==> src/rtl/noc_sched_pkg.sv <==
`default_nettype none
// ============================================================================
//  Module      : noc_sched_pkg
//  Description : Shared sizes, types and helpers for the oldest-first
//                NoC output-link scheduler.
//  Revision    : 1.0 - initial release
// ============================================================================
package noc_sched_pkg;

   localparam int NUM_PORTS = 4;
   localparam int DATA_W    = 8;
   localparam int AGE_W     = 8;

   typedef logic [1:0]       port_idx_t;
   typedef logic [AGE_W-1:0] age_t;

   localparam age_t AGE_MAX = '1;

   // Saturating increment: a waiting flit never appears younger than it is
   function automatic age_t age_sat_inc(input age_t a);
      return (a == AGE_MAX) ? a : a + age_t'(1);
   endfunction

endpackage
`default_nettype wire

==> src/rtl/oldest_select.sv <==
`default_nettype none
// ============================================================================
//  Module      : oldest_select
//  Description : Combinational winner search. Picks the valid slot with the
//                largest age; ties go to the first such slot found scanning
//                upward (mod 4) from the round-robin pointer.
//  Revision    : 1.0 - initial release
// ============================================================================
module oldest_select
   import noc_sched_pkg::*;
(
   input  logic [NUM_PORTS-1:0]       slot_valid_i,
   input  age_t [NUM_PORTS-1:0]       slot_age_i,
   input  port_idx_t                  rr_i,
   output port_idx_t                  winner_o,
   output logic                       any_valid_o
);

   age_t      w_max_age;
   port_idx_t w_idx;
   logic      w_found;

   // Two passes: find the oldest age present, then the first holder of it from rr
   always_comb begin
      w_max_age = '0;
      for (int i = 0; i < NUM_PORTS; i++) begin
         if (slot_valid_i[i] && (slot_age_i[i] > w_max_age)) begin
            w_max_age = slot_age_i[i];
         end
      end

      winner_o = rr_i;
      w_found  = 1'b0;
      w_idx    = rr_i;
      for (int k = 0; k < NUM_PORTS; k++) begin
         w_idx = rr_i + port_idx_t'(k);
         if (!w_found && slot_valid_i[w_idx] && (slot_age_i[w_idx] == w_max_age)) begin
            winner_o = w_idx;
            w_found  = 1'b1;
         end
      end

      any_valid_o = |slot_valid_i;
   end

endmodule
`default_nettype wire

==> src/rtl/noc_age_scheduler.sv <==
`default_nettype none
// ============================================================================
//  Module      : noc_age_scheduler
//  Description : Oldest-first scheduler sharing one output link between four
//                input ports. Each port owns a single-entry holding slot that
//                ages while waiting; the output register is refilled with the
//                oldest flit whenever it is empty or being drained.
//  Revision    : 1.0 - initial release
// ============================================================================
module noc_age_scheduler
   import noc_sched_pkg::*;
(
   input  logic                        clk,
   input  logic                        reset,
   input  logic [NUM_PORTS-1:0]        in_valid_i,
   input  logic [NUM_PORTS*DATA_W-1:0] in_data_i,
   output logic [NUM_PORTS-1:0]        in_ready_o,
   output logic                        out_valid_o,
   output logic [DATA_W-1:0]           out_data_o,
   output port_idx_t                   out_port_o,
   output age_t                        out_age_o,
   input  logic                        out_ready_i
);

   logic [NUM_PORTS-1:0]             slot_valid_q, slot_valid_d;
   logic [NUM_PORTS-1:0][DATA_W-1:0] slot_data_q,  slot_data_d;
   age_t [NUM_PORTS-1:0]             slot_age_q,   slot_age_d;
   port_idx_t                        rr_q,         rr_d;
   logic                             out_valid_q,  out_valid_d;
   logic [DATA_W-1:0]                out_data_q,   out_data_d;
   port_idx_t                        out_port_q,   out_port_d;
   age_t                             out_age_q,    out_age_d;

   port_idx_t w_winner;
   logic      w_any_valid;
   logic      w_load;

   oldest_select u_oldest_select (
      .slot_valid_i (slot_valid_q),
      .slot_age_i   (slot_age_q),
      .rr_i         (rr_q),
      .winner_o     (w_winner),
      .any_valid_o  (w_any_valid)
   );

   // Slot-free flags come straight from state; held low while in reset
   assign in_ready_o  = ~slot_valid_q & {NUM_PORTS{reset}};

   assign out_valid_o = out_valid_q;
   assign out_data_o  = out_data_q;
   assign out_port_o  = out_port_q;
   assign out_age_o   = out_age_q;

   // Output register refills when empty or being accepted this cycle
   assign w_load = (!out_valid_q || out_ready_i) && w_any_valid;

   // Next-state: aging, grant, output update, then capture into free slots
   always_comb begin
      slot_valid_d = slot_valid_q;
      slot_data_d  = slot_data_q;
      slot_age_d   = slot_age_q;
      rr_d         = rr_q;
      out_valid_d  = out_valid_q;
      out_data_d   = out_data_q;
      out_port_d   = out_port_q;
      out_age_d    = out_age_q;

      for (int i = 0; i < NUM_PORTS; i++) begin
         if (slot_valid_q[i] && !(w_load && (w_winner == port_idx_t'(i)))) begin
            slot_age_d[i] = age_sat_inc(slot_age_q[i]);
         end
      end

      if (w_load) begin
         out_valid_d            = 1'b1;
         out_data_d             = slot_data_q[w_winner];
         out_port_d             = w_winner;
         out_age_d              = slot_age_q[w_winner];
         slot_valid_d[w_winner] = 1'b0;
         rr_d                   = w_winner + port_idx_t'(1);
      end else if (out_ready_i) begin
         out_valid_d = 1'b0;
      end

      // A slot granted this edge was occupied, so it cannot also capture here
      for (int i = 0; i < NUM_PORTS; i++) begin
         if (in_valid_i[i] && !slot_valid_q[i]) begin
            slot_valid_d[i] = 1'b1;
            slot_data_d[i]  = in_data_i[i*DATA_W +: DATA_W];
            slot_age_d[i]   = '0;
         end
      end
   end

   // State registers; reset discards every slot and the output flit at once
   always_ff @(posedge clk or negedge reset) begin
      if (!reset) begin
         slot_valid_q <= '0;
         slot_data_q  <= '0;
         slot_age_q   <= '0;
         rr_q         <= '0;
         out_valid_q  <= 1'b0;
         out_data_q   <= '0;
         out_port_q   <= '0;
         out_age_q    <= '0;
      end else begin
         slot_valid_q <= slot_valid_d;
         slot_data_q  <= slot_data_d;
         slot_age_q   <= slot_age_d;
         rr_q         <= rr_d;
         out_valid_q  <= out_valid_d;
         out_data_q   <= out_data_d;
         out_port_q   <= out_port_d;
         out_age_q    <= out_age_d;
      end
   end

endmodule
`default_nettype wire
==> config.mk <==
export PLATFORM = sky130hd
export DESIGN_NAME = noc_age_scheduler
export DESIGN_NICKNAME = d
export VERILOG_FILES = /design/src/rtl/noc_sched_pkg.sv /design/src/rtl/oldest_select.sv /design/src/rtl/noc_age_scheduler.sv
export SDC_FILE = /design/constraint.sdc
export NUM_CORES = 1
export LEC_CHECK = 0
export ABC_AREA = 1
export CAP_MARGIN = 30
export CORE_UTILIZATION = 40
export DETAILED_ROUTE_END_ITERATION = 10
export SLEW_MARGIN = 20
export SYNTH_ARGS = -nofsm -noshare
export SYNTH_HDL_FRONTEND = slang
export SYNTH_SLANG_ARGS = --single-unit
==> constraint.sdc <==
create_clock -name clk -period 6.2 [get_ports clk]
set_clock_uncertainty 0.05 [all_clocks]
set_input_delay 1.86 -clock clk [delete_from_list [all_inputs] [get_ports clk]]
set_output_delay 1.86 -clock clk [all_outputs]
set_load 0.01 [all_outputs]
Yosys cells after proc, flatten, opt, wreduce, memory -nomap -nowiden. Cells that the tools add are included.

Logic and storage cells: 158. Bits of input ports: 39. Register bits: 89. Output and inout port bits: 23.

Reduce and logical (&&, ||, !) cells: 53. Add/sub/neg operators: 8. Muxes and demuxes: 51. $lt $le $gt $ge: 10. Equality and inequality tests: 15. Bitwise operators: 4.

Operators by type and width (count): $mux 8 (22); $bmux 8 s2 (6); $add 8x1->8 const B (4); $eq 8x8->1 (4); $eq 8x8->1 const B (4); $logic_and 1x1->1 (25); $gt 8x8->1 (3); $reduce_bool 2->1 (9); $lt 2x3->1 const B (5); $mux 1 (14); $logic_not 1->1 (12); $and 4x4->4 (2); $bmux 1 s2 (4); $gt 8x1->1 const B (1); $ne 2x1->1 const B (4); $not 4->4 (2); $reduce_and 2->1 (4); $mux 2 (3); $add 2x1->2 const B (2); $add 2x2->2 const B (2); $eq 2x2->1 const B (2); $mux 4 (1); $reduce_or 4->1 (1); $demux 1 s2 (1); 4 further kinds (4).

Depth between registers and ports, before layout.
Depth after elaboration: 35. Gate-level depth with buffers: 60. Depth with buffers taken out: 57.

Hierarchy. From an unflattened synthesis, not the netlist that was laid out.

Cells, all modules: 1175. Area, all modules: 7577.3 µm².

By module, submodules not included: noc_age_scheduler (times used 1, cells each 597, sequential area each 2227.1 µm², area an instance 4660.7 µm²); oldest_select (times used 1, cells each 578, sequential area each 0.0 µm², area an instance 2916.5 µm²).

Worst setup path after synthesis. No wires, ideal clock.

Path kind: reg2reg. From: register slot_age_q[0] (netlist bit). To: register slot_age_q[0] (netlist bit). Stages on the path, launching flop included: 52. Library setup time: 65 ps. Period minus slack after synthesis: 5769 ps. Arrival time: 5654 ps. Data required time: 6085 ps. Setup slack: 431 ps. Path buffers: 4. Cell sequence: dfrtp_1 -> inv_1 -> ha_1 -> inv_1 -> nor3_2 -> nand2_1 -> nand2_1 -> nor2_1 -> inv_1 -> ha_1 -> nand2_1 -> nor2_1 -> a21oi_2 -> buf_4 -> nand3_1 -> nand2_1 -> inv_1 -> ha_1 -> [... 16 more ...] -> buf_2 -> nand3_1 -> nand3_1 -> nand2_1 -> nor2_1 -> nand3_1 -> nor2_2 -> nand3_2 -> nand2_1 -> nand2_1 -> nand2_4 -> buf_6 -> nand4_1 -> nand2_1 -> nand2_4 -> nand2_4 -> nand2_1 -> nand2_1.

Longest elaborated chain between the ends: 33. Elaborated cells on any way between the ends: 52. Those cells by class: add/sub (1); order compare (4); eq/ne (6); mux (21); reduce/logical (20).

Ends and longest elaborated chain: start: declaration (line noc_age_scheduler.sv:27) `age_t [NUM_PORTS-1:0] slot_age_q, slot_age_d;`; start signal: assignment (line noc_age_scheduler.sv:109) `slot_age_q <= slot_age_d;`; $gt 8x1->1 (line oldest_select.sv:27) `if (slot_valid_i[i] && (slot_age_i[i] > w_max_age)) begin`; $logic_and 1x1->1 (line oldest_select.sv:27); $mux 8 (line oldest_select.sv:27); $gt 8x8->1 (line oldest_select.sv:27); $logic_and 1x1->1 (line oldest_select.sv:27); $mux 8 (line oldest_select.sv:27); $gt 8x8->1 (line oldest_select.sv:27); $logic_and 1x1->1 (line oldest_select.sv:27); [... 16 more ...]; $logic_and 1x1->1 (2 in series) (line oldest_select.sv:37) `if (!w_found && slot_valid_i[w_idx] && (slot_age_i[w_idx] == w_max_age)) begin`; $mux 2 (line oldest_select.sv:37); $logic_not 2->1 (line noc_age_scheduler.sv:69) `if (slot_valid_q[i] && !(w_load && (w_winner == port_idx_t'(i)))) begin`; $logic_and 1x1->1 (line noc_age_scheduler.sv:69); $logic_not 1->1 (line noc_age_scheduler.sv:69); $logic_and 1x1->1 (line noc_age_scheduler.sv:69); $reduce_bool 2->1 (no line); $reduce_and 2->1 (no line).

Several ways; a longest one is shown, not always the timed one. The select of a mux whose other input is x is not followed. A chain may end at the register's enable or synchronous reset.

Worst setup path after layout.
From: register slot_age_q[0] (netlist bit). To: register slot_age_q[16] (netlist bit).

Longest elaborated chain between the ends: 33. Elaborated cells on any way between the ends: 46. Those cells by class: order compare (4); eq/ne (5); mux (18); reduce/logical (19).

Ends and longest elaborated chain (line): $gt 8x1->1 (oldest_select.sv:27); $logic_and 1x1->1 (oldest_select.sv:27); $mux 8 (oldest_select.sv:27); $gt 8x8->1 (oldest_select.sv:27); $logic_and 1x1->1 (oldest_select.sv:27); $mux 8 (oldest_select.sv:27); $gt 8x8->1 (oldest_select.sv:27); $logic_and 1x1->1 (oldest_select.sv:27); [... 16 more ...]; $logic_and 1x1->1 (2 in series) (oldest_select.sv:37); $mux 2 * (oldest_select.sv:37); $eq 2x2->1 * (noc_age_scheduler.sv:69); $logic_and 1x1->1 * (noc_age_scheduler.sv:69); $logic_not 1->1 * (noc_age_scheduler.sv:69); $logic_and 1x1->1 * (noc_age_scheduler.sv:69); $reduce_bool 2->1 (no line) *; $reduce_and 2->1 (no line) *.

Mark *: on every way between the ends. The rest lies on a longest branch, timed or not. The select of a mux whose other input is x is not followed.

==> results_dict.tcl <==
set metrics [dict create \
    clock_sinks 89 \
    grt_pass1_vias 7689 \
    drcViolationCount 0 \
    cpMaxStageDelayCell "dfrtp_1" \
    r2r_slack_ps -80 \
    synthesis.nets 1259 \
    pin_count 62 \
    ys_seq_area_frac 0.300 \
    violations "negative setup slack" \
    syn_area_per_cell_um2 6.24 \
    cts_max_path_buffers 2 \
    slew_violations 0 \
    grt_pass1_wl_um 40900 \
    cts_tree "built" \
    cts-root-buf "clkbuf_16" \
    hold_start "slot_data_q[16]" \
    dr.first_iter.drc_count 770 \
    setup_viol 45 \
    routed_wl_um 27100 \
    diodes 0 \
    port_buffers 61 \
    hold_end "slot_data_q[16]" \
    final.setup.tns_ps -1620 \
    maxCapViolCount 0 \
    status "complete, but fails checks" \
    die_h_um 138 \
    yosys_register_bits 89 \
    crit_top_cell "nand2_2" \
    cts_inserted_buffers 9 \
    gp_congestion 1.03 \
    slowest_delay_ps 390 \
    slew_headroom 0.442 \
    yosys_warnings 0 \
    netlist_instances 1191 \
    fin_ws_ps -81.4 \
    yosys.area.top_type "dfrtp_1" \
    finalCriticalPeriod_ps 6280 \
    start_kind "flop" \
    rr_worst_depth 54 \
    cts.clk_slew.worst_paths_ps 70 \
    postCtsHoldBufs 0 \
    reg2reg_from "slot_age_q[0]" \
    synth.top_cells.by_area "dfrtp_1, nand2_1, nand3_1" \
    antenna_found_initial 0 \
    rsz0062_at_grt "yes" \
    endpoint_kind "flop" \
    drive_gt1_frac 0.268 \
    nNetsFinal 1405 \
    synth_top_area_frac 0.300 \
    grt_max_degree 64 \
    hpwl_um 18800 \
    cts_max_level 3 \
    first_pass_iters 8 \
    syn_area_um2 7430 \
    crit_required_ps 6390 \
    fmax_ghz 0.159 \
    period_share 1.01 \
    wire_per_inst_um 17.3 \
    area_delta_synth_final_pct 41.3 \
    dr_total_vias 8341 \
    critical_path.max_fanout 8 \
    clkLatencyLatePin_ps 360 \
    crit_type "reg2reg" \
    fin_util 0.581 \
    yosysUniqueCellTypes 35 \
    track_usage 0.276 \
    overflow 0 \
    core_um2 18100 \
    hp-class "reg2reg" \
    reg2reg_to "slot_age_q[16]" \
    cp_data_arrival_time_ps 6480 \
    fp.dieW_um 138 \
    worst_pin_slew_ps 837 \
    row_count 49 \
    die_area_um2 19100 \
    finalHoldViolations 0 \
    min_path_cells 2 \
    ant_nets 0 \
    via_per_inst 5.31 \
    start_util 0.411 \
]
[worst max-delay path: cells and delay by family, from the launching register on]
family | cells | cell delay, ps
simple gates | 38 | 3790
fa+ha+maj | 4 | 860
compound gates | 2 | 120
flops | 1 | 390
buf+inv | 10 | 950
[Yosys cell counts, drive strengths merged]
library cell,count
buf,30
o21a,3
nor4,5
a21o,1
nand2,515
nor2,63
xor2,12
dfrtp,89
nand3,137
o21ai,101
a21oi,19
nand3b,11
clkbuf,22
xnor2,2
o211ai,1
nor3b,9
and2,1
nand4,11
nor3,15
ha,29
inv,115
[state kept, by name, summed over array words and instances, names as in the netlist]
signal and cells:
slot_valid_q 4, slot_age_q 32, rr_q 2, out_data_o 8
out_port_o 2, out_valid_o 1, out_age_o 8, slot_data_q 32
[worst max path at each step]
stage                          end           from  cells past startpoint  slack [ps]
floorplan            slot_age_q[0]  slot_age_q[0]                     51         430
global placement    slot_age_q[25]  slot_age_q[0]                     50        -220
detailed placement  slot_age_q[26]  slot_age_q[0]                     55        -270
CTS                  out_data_o[5]  slot_age_q[0]                     52         -10
global route          out_age_o[7]  slot_age_q[1]                     54        -420
finish              slot_age_q[16]  slot_age_q[0]                     54         -80
[cell usage in the layout, fill, tap and decap left out, types with 13 or more instances in the layout]
master,instances
buf_6,14
ha_1,15
o21ai_1,17
ha_4,14
nand3_4,15
nand3_1,96
a21oi_1,13
inv_1,101
dfrtp_1,88
nand2_1,407
o21ai_0,76
nor3_1,13
clkdlybuf4s50_1,60
buf_4,97
nand2_4,27
nor2_1,42
nand3_2,26
nand2_2,75
[stage by stage]
stage	setup slack, ps	cells	instance area [um^2]	hold WS, ps
6_report	-81.4	1571	10500	434
5_1_grt	-423	1571	10500	458
4_1_cts	-12.9	1540	9310	436
3_5_place_dp	-272	1511	8680	418
3_3_place_gp	-222	1511	8680	415
2_1_floorplan	431	1191	7430	399
[per-layer routing]
| layer | vias up | GRT usage | wire length (um) |
|---|---|---|---|
| met2 | 336 | 0.458 | 12600 |
| met4 | 0 | 0.102 | 1160 |
| li1 | 4121 | - | - |
| met1 | 3808 | 0.358 | 11600 |
| met5 | - | 0 | 0 |
| met3 | 76 | 0.0481 | 1750 |
[kinds of logic after synthesis]
| group | after synthesis | share of synthesized area |
|---|---|---|
| buffers and inverters | 167 | 0.0971 |
| DFF | 89 | 0.300 |
| adders and majority gates | 29 | 0.0488 |
| xor gates and xnor gates | 14 | 0.0175 |
| AOI/OAI and AO/OA | 125 | 0.0869 |
| and+or+nand+nor | 767 | 0.450 |
[area by class of cell]
class	instances	area, um^2
Clock buffer	10	239
Clock inverter	6	55.1
Fill cell	1705	7580
Inverter	115	457
Multi-Input combinational cell	938	5550
Sequential cell	89	2230
Tap cell	229	287
Timing Repair Buffer	182	1680
Timing Repair inverter	2	13.8
[repair_timing]
action | CTS | global route
resized for setup | 59 | 227
cloned | 4 | 4
pin swaps | 8 | 83
setup buffers | 9 | 28
endpoints found under the setup margin | 52 | 56
Power is not shown: default switching activity piles up to over one toggle a cycle in this logic, so the estimate is an artifact.
